<file path="config.mk">
export PLATFORM = sky130hd
export DESIGN_NAME = platform_collide_scan
export DESIGN_NICKNAME = d
export VERILOG_FILES = /design/src/rtl/doodle_pkg.sv /design/src/rtl/platform_hit_cmp.sv /design/src/rtl/platform_collide_scan.sv
export SDC_FILE = /design/constraint.sdc
export NUM_CORES = 1
export LEC_CHECK = 0
export CAP_MARGIN = 20
export CORE_UTILIZATION = 52
export CTS_BUF_LIST = sky130_fd_sc_hd__clkbuf_16
export DETAILED_ROUTE_END_ITERATION = 16
export PLACE_DENSITY = 0.85
export SETUP_SLACK_MARGIN = 0.15
export SLEW_MARGIN = 20
export SYNTH_ARGS = -nofsm -noshare
export SYNTH_HDL_FRONTEND = slang
export SYNTH_SLANG_ARGS = --single-unit
export TNS_END_PERCENT = 1
</file>
<file path="constraint.sdc">
create_clock -name CLK -period 3.1 [get_ports CLK]
set_clock_uncertainty 0.05 [all_clocks]
set_input_delay 0.31 -clock CLK [delete_from_list [all_inputs] [get_ports CLK]]
set_output_delay 0.31 -clock CLK [all_outputs]
set_load 0.05 [all_outputs]
</file>
<file path="src/rtl/doodle_pkg.sv">
// rtl/doodle_pkg.sv - shared types and default geometry for the Doodle collision logic
package doodle_pkg;

    typedef logic [10:0] coord_t;

    localparam int NUM_PLAT_DEF = 32;
    localparam int PLAT_W_DEF   = 60;
    localparam int DOODLE_W_DEF = 40;
    localparam int DOODLE_H_DEF = 40;
    localparam int LAND_TOL_DEF = 8;

    typedef enum logic [1:0] {IDLE, SCAN, DRAIN, DONE} scan_state_t;

endpackage

</file>
<file path="src/rtl/platform_hit_cmp.sv">
// rtl/platform_hit_cmp.sv - combinational landing test of the Doodle's feet against one platform top
module platform_hit_cmp
    import doodle_pkg::*;
#(
    parameter int PLAT_W   = PLAT_W_DEF,
    parameter int DOODLE_W = DOODLE_W_DEF,
    parameter int DOODLE_H = DOODLE_H_DEF,
    parameter int LAND_TOL = LAND_TOL_DEF
)(
    input  coord_t     Doodle_X,
    input  coord_t     Doodle_Y,
    input  logic       Doodle_Falling,
    input  coord_t     Plat_X,
    input  coord_t     Plat_Y,
    output logic       hit
);

    localparam logic [11:0] PW = 12'(PLAT_W);
    localparam logic [11:0] DW = 12'(DOODLE_W);
    localparam logic [11:0] DH = 12'(DOODLE_H);
    localparam logic [11:0] LT = 12'(LAND_TOL);

    // One extra bit keeps every sum below from wrapping for 11-bit coordinates.
    logic [11:0] dx, dy, px, py, feet;

    always_comb begin
        dx   = {1'b0, Doodle_X};
        dy   = {1'b0, Doodle_Y};
        px   = {1'b0, Plat_X};
        py   = {1'b0, Plat_Y};
        feet = dy + DH;
        hit  = Doodle_Falling
            && (dx + DW > px) && (dx < px + PW)
            && (feet >= py) && (feet < py + LT);
    end

endmodule

</file>
<file path="src/rtl/platform_collide_scan.sv">
// rtl/platform_collide_scan.sv - per-frame platform table scan reporting the first landing hit; Land_Count under PLATFORM_LAND_COUNT_EN
module platform_collide_scan
    import doodle_pkg::*;
#(
    parameter int NUM_PLAT = NUM_PLAT_DEF,
    parameter int PLAT_W   = PLAT_W_DEF,
    parameter int DOODLE_W = DOODLE_W_DEF,
    parameter int DOODLE_H = DOODLE_H_DEF,
    parameter int LAND_TOL = LAND_TOL_DEF,
    localparam int IW      = $clog2(NUM_PLAT)
)(
    input  logic          CLK,
    input  logic          Reset_n,
    input  logic          Frame_Start,
    input  coord_t        Doodle_X,
    input  coord_t        Doodle_Y,
    input  logic          Doodle_Falling,
    output logic          Plat_Rd_En,
    output logic [IW-1:0] Plat_Rd_Idx,
    input  coord_t        Plat_X,
    input  coord_t        Plat_Y,
    output logic          Busy,
    output logic          Land_Valid,
    output logic [IW-1:0] Land_Idx,
    output coord_t        Land_Y
`ifdef PLATFORM_LAND_COUNT_EN
    ,
    output logic [15:0]   Land_Count
`endif
);

    localparam logic [IW-1:0] LAST_IDX = IW'(NUM_PLAT - 1);

    scan_state_t   state, state_nxt;
    logic [IW-1:0] scan_idx;
    logic [IW-1:0] eval_idx;
    logic          eval_pend;
    logic          hit_flag;
    logic          hit;
    coord_t        lat_x, lat_y;
    logic          lat_fall;

    platform_hit_cmp #(
        .PLAT_W   (PLAT_W),
        .DOODLE_W (DOODLE_W),
        .DOODLE_H (DOODLE_H),
        .LAND_TOL (LAND_TOL)
    ) u_hit_cmp (
        .Doodle_X       (lat_x),
        .Doodle_Y       (lat_y),
        .Doodle_Falling (lat_fall),
        .Plat_X         (Plat_X),
        .Plat_Y         (Plat_Y),
        .hit            (hit)
    );

    always_ff @(posedge CLK or negedge Reset_n) begin
        if (!Reset_n) begin
            state     <= IDLE;
            scan_idx  <= '0;
            eval_idx  <= '0;
            eval_pend <= 1'b0;
            hit_flag  <= 1'b0;
            lat_x     <= '0;
            lat_y     <= '0;
            lat_fall  <= 1'b0;
            Land_Idx  <= '0;
            Land_Y    <= '0;
        end else begin
            state     <= state_nxt;
            // Table data lags the strobe by one cycle, so evaluation tracks the previous index.
            eval_pend <= (state == SCAN);
            eval_idx  <= scan_idx;
            if (state == IDLE && Frame_Start) begin
                lat_x    <= Doodle_X;
                lat_y    <= Doodle_Y;
                lat_fall <= Doodle_Falling;
                hit_flag <= 1'b0;
                Land_Idx <= '0;
                Land_Y   <= '0;
                scan_idx <= '0;
            end else if (state == SCAN) begin
                scan_idx <= (scan_idx == LAST_IDX) ? '0 : scan_idx + 1'b1;
            end
            if (eval_pend && hit && !hit_flag) begin
                hit_flag <= 1'b1;
                Land_Idx <= eval_idx;
                Land_Y   <= Plat_Y;
            end
        end
    end

    always_comb begin
        state_nxt   = state;
        Plat_Rd_En  = 1'b0;
        Plat_Rd_Idx = '0;
        Busy        = (state != IDLE);
        Land_Valid  = 1'b0;
        case (state)
            IDLE:  if (Frame_Start) state_nxt = SCAN;
            SCAN: begin
                Plat_Rd_En  = 1'b1;
                Plat_Rd_Idx = scan_idx;
                if (scan_idx == LAST_IDX) state_nxt = DRAIN;
            end
            DRAIN: state_nxt = DONE;
            DONE: begin
                Land_Valid = hit_flag;
                state_nxt  = IDLE;
            end
            default: state_nxt = IDLE;
        endcase
    end

`ifdef PLATFORM_LAND_COUNT_EN
    always_ff @(posedge CLK or negedge Reset_n) begin
        if (!Reset_n)
            Land_Count <= '0;
        else if (Land_Valid && Land_Count != 16'hFFFF)
            Land_Count <= Land_Count + 16'd1;
    end
`endif

endmodule

</file>
Word-level counts from Yosys, hierarchy flattened
Cells that the tools add are included.
{"block": "word_totals", "mem_bits_rw": 0, "word_cells": 53, "register_bits": 53, "n_memories": 0, "latchBits": 0, "mem_bits_ro": 0, "output_inout_bits": 24}
{"block": "classes", "n_bitwise": 0, "eq_ne": 6, "n_mul": 0, "shift": 0, "n_reduce_logical": 13, "muxes": 15, "add_sub_neg": 5, "order_cmp": 4, "div": 0}
{"op": "11-bit by 6-bit adder with 12-bit output, second input constant", "count": 3}
{"op": "5-bit two-way mux", "count": 6}
{"op": "11-bit two-way mux", "count": 2}
{"op": "11-bit by 4-bit adder with 12-bit output, second input constant", "count": 1}
{"op": "12-bit by 11-bit greater-or-equal comparator with 1-bit output", "count": 1}
{"op": "12-bit by 11-bit greater-than comparator with 1-bit output", "count": 1}
{"op": "11-bit by 12-bit less-than comparator with 1-bit output", "count": 1}
{"op": "12-bit less-than comparator", "count": 1}
{"op": "2-bit case mux with 4 select lines", "count": 1}
{"op": "1-bit logical AND", "count": 7}
{"op": "2-bit nonzero test", "count": 3}
{"op": "5-bit by 1-bit adder with 5-bit output, second input constant", "count": 1}
{"op": "5-bit == test, second input constant", "count": 1}
{"op": "2-bit == test, second input constant", "count": 2}
{"op": "1-bit two-way mux", "count": 4}
{"op": "2-bit two-way mux", "count": 2}
{"op": "2-bit by 1-bit == test with 1-bit output, second input constant", "count": 1}
{"op": "2-bit zero test", "count": 1}
{"op": "2-bit by 1-bit inequality test with 1-bit output, second input constant", "count": 1}
{"op": "2-bit inequality test, second input constant", "count": 1}
{"op": "2-bit AND reduction", "count": 1}
{"op": "1-bit zero test", "count": 1}

Longest topological paths before layout
Gate-level depths: netlist of run 1.
{"block": "depth", "word_depth": 9, "depth_mapped": 15, "ltp_nobuf": 13}

Cells and area by module
Synthesis of run 1 repeated with hierarchy kept, for this count alone.
{"block": "unflattened", "hier_cells": 361, "area_unflattened_um2": 3574.7}
{"module": "platform_collide_scan", "n_inst": 1, "seq_area_each_um2": 1326.3, "area_each_um2": 2153.3, "cells_per_inst": 175}
{"module": "platform_hit_cmp", "n_inst": 1, "seq_area_each_um2": 0.0, "area_each_um2": 1421.4, "cells_per_inst": 186}

Least setup slack after synthesis of run 1
Ideal clock, no wire load.
{"block": "synth_path", "path_type": "register -> register", "from": "register lat_y[3]", "to": "register Land_Y[7]", "path_slack_ps": 289, "n_path_buf": 2, "setup_time_ps": 79, "stages_incl_launch_ff": 14, "period_less_slack_ps": 2811, "t_arrival_ps": 2682, "path_cell_list": "dfrtp_1 > ha_1 > o2111ai_1 > xnor2_1 > ha_1 > a21oi_1 > and2b_2 > o21ai_2 > and3_1 > o21ai_1 > nor4_2 > buf_6 > buf_12 > mux2i_1"}
{"block": "synth_via", "elab_chain_len": 7, "word_cells_on_any_way": 9, "cone_classes": "1 x add/sub; 2 x order compare; 1 x mux; 5 x reduce/logical"}
{"item": "start, declared", "line_no": "platform_collide_scan.sv:40", "text": "coord_t lat_x, lat_y;"}
{"item": "start signal, assigned", "line_no": "platform_collide_scan.sv:76", "text": "lat_y <= Doodle_Y;"}
{"item": "11-bit by 6-bit adder with 12-bit output *", "line_no": "platform_hit_cmp.sv:31", "text": "feet = dy + DH;"}
{"item": "12-bit by 11-bit greater-or-equal comparator with 1-bit output", "line_no": "platform_hit_cmp.sv:34", "text": "&& (feet >= py) && (feet < py + LT);"}
{"item": "1-bit logical AND", "line_no": "platform_hit_cmp.sv:34"}
{"item": "1-bit logical AND *", "line_no": "platform_hit_cmp.sv:34"}
{"item": "1-bit logical AND * (2 in series)", "line_no": "platform_collide_scan.sv:85", "text": "if (eval_pend && hit && !hit_flag) begin"}
{"item": "11-bit two-way mux or 2-bit nonzero test (tied branches)"}
{"item": "end signal, assigned", "line_no": "platform_collide_scan.sv:88", "text": "Land_Y <= Plat_Y;"}
{"item": "end, declared", "line_no": "platform_collide_scan.sv:25", "text": "output coord_t Land_Y"}
Every way passes the cells marked *; elsewhere a longest branch is shown, timed or not.
A chain may end at the register's enable or synchronous reset.

Worst setup path after layout of run 1
{"block": "layout_path", "from": "register lat_y[3]", "to": "register Land_Idx[3]"}
{"block": "layout_via", "elab_chain_len": 7, "word_cells_on_any_way": 9, "cone_classes": "1 x add/sub; 2 x order compare; 1 x mux; 5 x reduce/logical"}
{"item": "11-bit by 6-bit adder with 12-bit output *", "line_no": "platform_hit_cmp.sv:31"}
{"item": "12-bit by 11-bit greater-or-equal comparator with 1-bit output", "line_no": "platform_hit_cmp.sv:34"}
{"item": "1-bit logical AND", "line_no": "platform_hit_cmp.sv:34"}
{"item": "1-bit logical AND *", "line_no": "platform_hit_cmp.sv:34"}
{"item": "1-bit logical AND * (2 in series)", "line_no": "platform_collide_scan.sv:85"}
{"item": "5-bit two-way mux or 2-bit nonzero test (tied branches)"}
{"item": "end signal, assigned", "line_no": "platform_collide_scan.sv:87", "text": "Land_Idx <= eval_idx;"}
{"item": "end, declared", "line_no": "platform_collide_scan.sv:24", "text": "output logic [IW-1:0] Land_Idx,"}
Marks and branches as above.

==> results.md, run 1 <==
- CTS tree: yes
- ANT nets after route: 0
- Fin. Hold Viols: 0
- Worst Path Required: 3.25 ns
- Vias: 3392
- Maxcap violations: 0
- Seq pwr share: 30.0%
- Core ar.: 6760 um^2
- Status: completed
- Sinks on Clock Net: 53
- Synth warnings: 0
- Post-synth EDFFs: 0
- Power density over the cells: 785 nW/um^2
- Cts bufs inserted: 5
- Largest net degree at the start of global routing: 39
- Post-layout util: 74.0%
- Share of cells above drive strength 1: 17.7%
- Syn nets: 496
- Clk_lat worst skew: 0.30 ns
- Synth unique cells: 47
- Shortest period the worst path allows: 3.08 ns
- Prevailing post-synth register cell: dfrtp_1
- Fin. max-slew vios: 0
- Total track usage: 27.0%
- Chip Width: 85.5 um
- Ant. Diodes: 0
- Worst-path maximum fanout: 9
- Max Fclk: 0.324 GHz
- Hold-fix buffers, CTS: 0
- Vias/cell: 5.83
- Vias in the first global route: 3349
- Rel. slew slack: 43.1%
- CTS max path bufs: 2
- Initial Utilization: 53.6%
- Setup CP Type: reg -> reg
- Commonest cells after routing, fill and taps aside: nand2_1 (90), clkdlybuf4s50_1 (63), ha_1 (48)
- Clock group share of total power: 15.1%
- Seq/Total Area, Yosys: 36.6%
- Slew @ Worst Pin: 0.853 ns
- Ys async rst share: 100%
- CP Buf/Inv Count: 2
- Final WL: 10.4 mm
- First-pass GRT wire length: 15.4 mm
- Tcrit/Tclk final: 99.4%
- Placer congestion estimate: 0.848
- Initial antenna violation count: 0
- Hold WC Path Type: in -> async
- H-tree levels: 2
- Mapped Avg Cell Area: 9.13 um^2
- # IOs: 72
- Die ar.: 7310 um^2
- WL per Instance: 17.9 um
- Cell family with most CP delay: simple AND/OR/NAND/NOR gates
- Worst vdd ir: 641 uV
- Crit. End Element: flip-flop
- Root buffer cell: clkbuf_16
- Setup TNS: 0 ns
- Leakage: 2.37 nW
- Synth top area cells: dfrtp_1 (37%), ha_1 (18%), nand2_1 (9.3%)
- Worst Path Arrival: 3.23 ns
- Worst Hold Margin: 0.0609 ns
- 1st-iter DRT viols: 212
- Post-layout nets: 600
- PortBufs: 71
- Tot Pwr: 3.93 mW
- CP max-delay cell: dfrtp_1
- GRT Residual Overflow: 0
- Net Sw Frac: 45.0%
- Die Ht: 85.5 um
- Crit path cell chain: ha_4, o2111ai_4, xnor2_2, ha_1, nand3_1, nor3_1, o21ai_0, o211a_1, nor4_4, buf_4, buf_12, mux2i_1
- CP max stage delay: 0.44 ns
- Flop and latch count out of synthesis: 53
- Synthesized cell area: 3620 um^2
- Area grow syn2layout: 38.0%
- Commonest non-fill, non-tap cell in the layout: nand2_1
- Post-synth top area share: 36.6%
- Clock slew at reported path FFs: 0.08 ns
- DRC: 0
- Crit path launch type: flip-flop
- Syn Inst Count: 397
- Largest area contributor in the netlist: dfrtp_1
- Logic pwr share: 54.9%
- Final setup viols: 0
- RSZ-0062 raised after global routing: yes
- First-pass DRT Iterations: 5
- Number of placement rows: 30
- NetSw: 1.77 mW
- Post-DP HPWL: 6.60 mm
- Internal power: 2.16 mW
[synthesized netlist by cell type (all sizes together), types with 2 or more instances]
cell type / instances
nand4: 7
and3: 4
inv: 37
clkbuf: 7
o22ai: 2
a21oi: 17
nor2: 13
nand2: 90
a21o: 5
nor4: 2
xor2: 2
and2: 7
o21ai: 20
buf: 2
mux2i: 18
o2111ai: 2
nand3: 8
a211oi: 3
ha: 51
dfrtp: 53
nor2b: 5
nor3: 4
xnor2: 23
[power by group through the flow]
| stage | Combinational (mW) | Sequential, mW | Clock, mW |
|---|---|---|---|
| after detailed placement | 1.82 | 1.13 | 0 |
| after global placement | 1.71 | 1.12 | 0 |
| after floorplan | 1.25 | 1.15 | 0 |
| after CTS | 1.90 | 1.15 | 0.593 |
| after global routing | 2.35 | 1.20 | 0.621 |
| final | 2.16 | 1.18 | 0.591 |
[final timing paths]
check                               to  cells past startpoint         from  slack, ns
min in group CLK           eval_idx[4]                      0  scan_idx[4]       0.39
max                        Land_Idx[3]                     12     lat_y[3]       0.02
max reg2reg                Land_Idx[3]                     12     lat_y[3]       0.02
min                        scan_idx[4]                      1      Reset_n       0.06
min reg2reg                eval_idx[4]                      0  scan_idx[4]       0.39
max in group asynchronous     lat_y[5]                      2      Reset_n       2.15
[registers in the layout, summed over array words and instances, names as in the netlist, 2 cells and up]
register  cells
Land_Idx      5
Land_Y       11
eval_idx      5
lat_x        11
lat_y        11
state         2
scan_idx      5
[repair_timing]
item / in CTS / in global routing
setup buffers: 2 / 11
endpoints found under the setup margin: 17 / 17
pin swaps: 16 / 8
resized for setup: 27 / 20
cloned: 1 / 0
[cell type report]
cell class	count	area, um^2
Clock buffer	5	125
Clock inverter	3	28.8
Tap cell	80	100
Sequential cell	53	1340
Inverter	37	139
Fill cell	440	1760
Timing Repair Buffer	107	1000
Multi-Input combinational cell	297	2270
[cells by family (layout without fill, tap and decap cells)]
family          Yosys count  count (layout)  share of synthesized area, %
flops                    53              53                          36.6
mux                      19              19                          5.28
compound gates           54              54                          9.08
fa+ha+maj                51              51                          17.6
xor+xnor                 25              25                          6.04
buf+inv                  47             152                          5.70
simple gates            148             148                          19.7
[routing by layer]
metal  routed length, um  vias up  global-route usage, %  part of all wire, %
met2                5250      147                   47.3                   50
met5                   0        -                      0                    0
met1                4230     1660                   32.9                   41
li1                    -     1544                      -                    -
met3                 526       41                   3.70                  5.1
met4                 389        0                   12.3                  3.7
[worst register-to-register path: cells and delay by family (launching register included)]
family,cells,cell delay [ns]
AO/OA/AOI/OAI,3,0.56
XOR/XNOR,1,0.12
adder cells (fa/ha/maj),2,0.53
buffers and inverters,2,0.31
flip-flops,1,0.44
multiplexers,1,0.28
AND/OR/NAND/NOR,3,0.70
[through the flow]
stage	instance area (um^2)	setup WS [ns]	cells
2_1_floorplan	3620	0.289	397
3_3_place_gp	4550	-0.227	560
3_5_place_dp	4550	-0.423	560
4_1_cts	4850	0.0687	571
5_1_grt	5000	-0.131	582
6_report	5000	0.0181	582
No activity file was read; power rests on OpenSTA's default activity.
==> inputs of run 2 (changes only) <==
==> constraint.sdc (replaced) <==
create_clock -name CLK -period 3.1 [get_ports CLK]
set_clock_uncertainty 0.05 [all_clocks]
set_input_delay 0.93 -clock CLK [delete_from_list [all_inputs] [get_ports CLK]]
set_output_delay 0.93 -clock CLK [all_outputs]
set_load 0.05 [all_outputs]
==> run 2 against run 1 <==
The flow now finishes with violations (setup timing). Largest cell class unchanged. Utilization down 1.3 points. Clock power down 7.4%. Fmax down 4.3%. Wire length down 16%. First-iteration DRC count down 44%.
==> results.md, run 2 (synthesized netlist as in run 1, its figures left out) <==
- Pre-CTS WS: -0.979 ns (-0.556 ns)
- Worst vdd ir: 560 uV (-13%)
- Met3 GRT Util: 3.50% (-0.19 points)
- Hold WC Path Type: reg -> reg
- Area grow syn2layout: 35.6%
- Hold Path End: eval_idx[4]
- GRT Residual Overflow: 0 (unchanged)
- Failing checks: setup timing
- Root buffer cell: clkbuf_16
- Setup CP Type: in -> reg
- Post-layout util: 72.7% (-1.3 points)
- Tot Pwr: 3.56 mW (-9.3%)
- Max Fclk: 0.311 GHz (-4.3%)
- Hold Crit Start: scan_idx[4]
- Total track usage: 25.4% (-1.6 points)
- Largest net degree at the start of global routing: 54 (+38%)
- Setup WS post-layout: -0.120 ns (-0.138 ns)
- Hold-fix buffers, CTS: 0 (unchanged)
- Vias in the first global route: 3266 (-2.5%)
- Fin. Hold Viols: 0 (unchanged)
- Ant. Diodes: 0 (unchanged)
- Chip Width: 85.5 um (unchanged)
- Die ar.: 7310 um^2 (unchanged)
- Reg2reg end: Land_Idx[0]
- Commonest cells after routing, fill and taps aside: nand2_1 (89), dfrtp_1 (53), ha_1 (49), clkdlybuf4s50_1 (49), buf_4 (38)
- Placer congestion estimate: 0.873 (+2.9%)
- Status: finished with violations
- # IOs: 72 (unchanged)
- Sinks on Clock Net: 53 (unchanged)
- Worst r2r path cells: 12 (unchanged)
- First-pass GRT wire length: 14.8 mm (-4.4%)
- Worst path most repeated cell: buf_6
- 1st-iter DRT viols: 118 (-44%)
- Final setup viols: 17 (+17)
- Commonest non-fill, non-tap cell in the layout: nand2_1
- Cell family with most CP delay: simple AND/OR/NAND/NOR gates
- Fin. max-slew vios: 0 (unchanged)
- CP max-delay cell: or4_4
- Cts bufs inserted: 5 (unchanged)
- FF-to-FF setup slack: 0.14 ns (+0.12 ns)
- Post-DP HPWL: 6.23 mm (-5.6%)
- Die Ht: 85.5 um (unchanged)
- ANT nets after route: 0 (unchanged)
- Setup TNS: -1.62 ns (-1.62 ns)
- Leakage: 2.43 nW (+2.2%)
- H-tree levels: 2 (unchanged)
- Rel. slew slack: 56.3% (+13 points)
- Met2 Use GR: 44.4% (-2.9 points)
- PortBufs: 71 (unchanged)
- Crit path cell chain: buf_6, or4_4, nand2_2, xnor2_2, ha_1, nand4_1, a21oi_1, a211oi_2, o22ai_2, nor4_4, buf_6, buf_12, mux2i_1
- Clk_lat worst skew: 0.29 ns (about the same)
- Worst Path Arrival: 3.38 ns (+0.15 ns)
- First-pass DRT Iterations: 4 (-1)
- Design Area, Final: 4910 um^2 (-1.8%)
- Final WL: 8.78 mm (-16%)
- Core ar.: 6760 um^2 (unchanged)
- Worst hold stages: 0
- DRC: 0 (unchanged)
- Crit. End Element: flip-flop
- Clock slew at reported path FFs: 0.07 ns (about the same)
- CTS tree: yes
- WL per Instance: 15.1 um (-16%)
- Shortest period the worst path allows: 3.22 ns (+0.138 ns)
- Power density over the cells: 725 nW/um^2 (-7.7%)
- Slew @ Worst Pin: 0.656 ns (-0.197 ns)
- Placed cell area: 4610 um^2 (+1.4%)
- GRT met1 Usage: 32.1% (-0.85 points)
- Tcrit/Tclk final: 104% (+4.5 points)
- Largest regs: Land_Y: 11 flops, lat_x: 11 flops, lat_y: 11 flops
- Post-layout nets: 600 (unchanged)
- Number of placement rows: 30 (unchanged)
- Crit path launch type: primary input
- Vias/cell: 5.46 (-6.3%)
- CP max stage delay: 0.55 ns (+0.11 ns)
- CTS max path bufs: 2 (unchanged)
- Initial antenna violation count: 0 (unchanged)
- Share of cells above drive strength 1: 17.9% (+0.20 points)
- Worst Path Required: 3.26 ns (about the same)
- RSZ-0062 raised after global routing: yes
- Gr busiest metal: met2
- Worst-path maximum fanout: 5 (-4)
- Vias: 3178 (-6.3%)
- Worst r2r src: lat_y[3]
- Maxcap violations: 0 (unchanged)
- CP Buf/Inv Count: 3 (+1)
- Initial Utilization: 53.6% (unchanged)
-- run 2: changes by cell type in the layout (fill, tap and decap cells not counted), moves of 3 or more --
cell             previous run  this run
clkdlybuf4s50_1            63        49
dfrtp_1                    45        53
dfrtp_2                     8         0
dlygate4sd2_1               7         2
dlymetal6s2s_1              0         5
inv_1                      36        31
inv_2                       1         6
buf_4                      34        38
buf_2                       1         4
-- run 2: final cells by class --
type                    instances  area, um^2
multi-input cells             297        2200
well taps                      80         100
inverters                      37         139
clock buffers                   5         125
fillers                       479        1840
repair buffers                107        1010
clock inverters                 3        20.0
flip-flops and latches         53        1330
-- run 2: where the power goes --
group / leakage [nW] / switching, mW / internal [mW]
combinational: 1.66 / 1.08 / 0.802
sequential: 0.693 / 0.215 / 0.914
clock: 0.0679 / 0.248 / 0.300
total: 2.43 / 1.54 / 2.02
-- run 2: metal layers --
metal	part of all wire [%]	vias up
li1	-	1538
met1	43	1522
met2	50	92
met3	4.1	26
met4	3.0	0
met5	0	-
-- run 2: worst register-to-register path: cells and delay by family (launching register included) --
kind | cells | cell delay, ns
adder cells (fa/ha/maj) | 2 | 0.56
buffers and inverters | 2 | 0.30
flip-flops | 1 | 0.40
AND/OR/NAND/NOR | 3 | 0.64
AO/OA/AOI/OAI | 3 | 0.57
multiplexers | 1 | 0.19
XOR/XNOR | 1 | 0.15
-- run 2: what timing repair did --
action                     in CTS  in global routing
resized for setup              41                 18
setup endpoints to repair      17                 18
gates cloned                    2                  0
buffers inserted                4                  1
pin swaps                      13                 14
-- run 2: how the worst max path moves through the flow --
stage | start | endpoint | slack [ns] | cells after the start
6_report | Plat_X[2] | Land_Idx[0] | -0.12 | 13
3_3_place_gp | Plat_Y[3] | Land_Y[1] | -0.90 | 14
2_1_floorplan | Plat_X[4] | Land_Y[7] | -0.17 | 13
5_1_grt | Plat_X[2] | Land_Y[5] | -0.25 | 13
4_1_cts | Plat_X[2] | Land_Y[9] | -0.25 | 14
3_5_place_dp | Plat_Y[3] | Land_Y[4] | -0.98 | 14
-- run 2: stage by stage --
stage          std cells  hold WS [ns]
6_report             582         0.407
5_1_grt              582         0.426
3_3_place_gp         567         0.363
4_1_cts              581         0.403
3_5_place_dp         567         0.387
2_1_floorplan        397         0.342
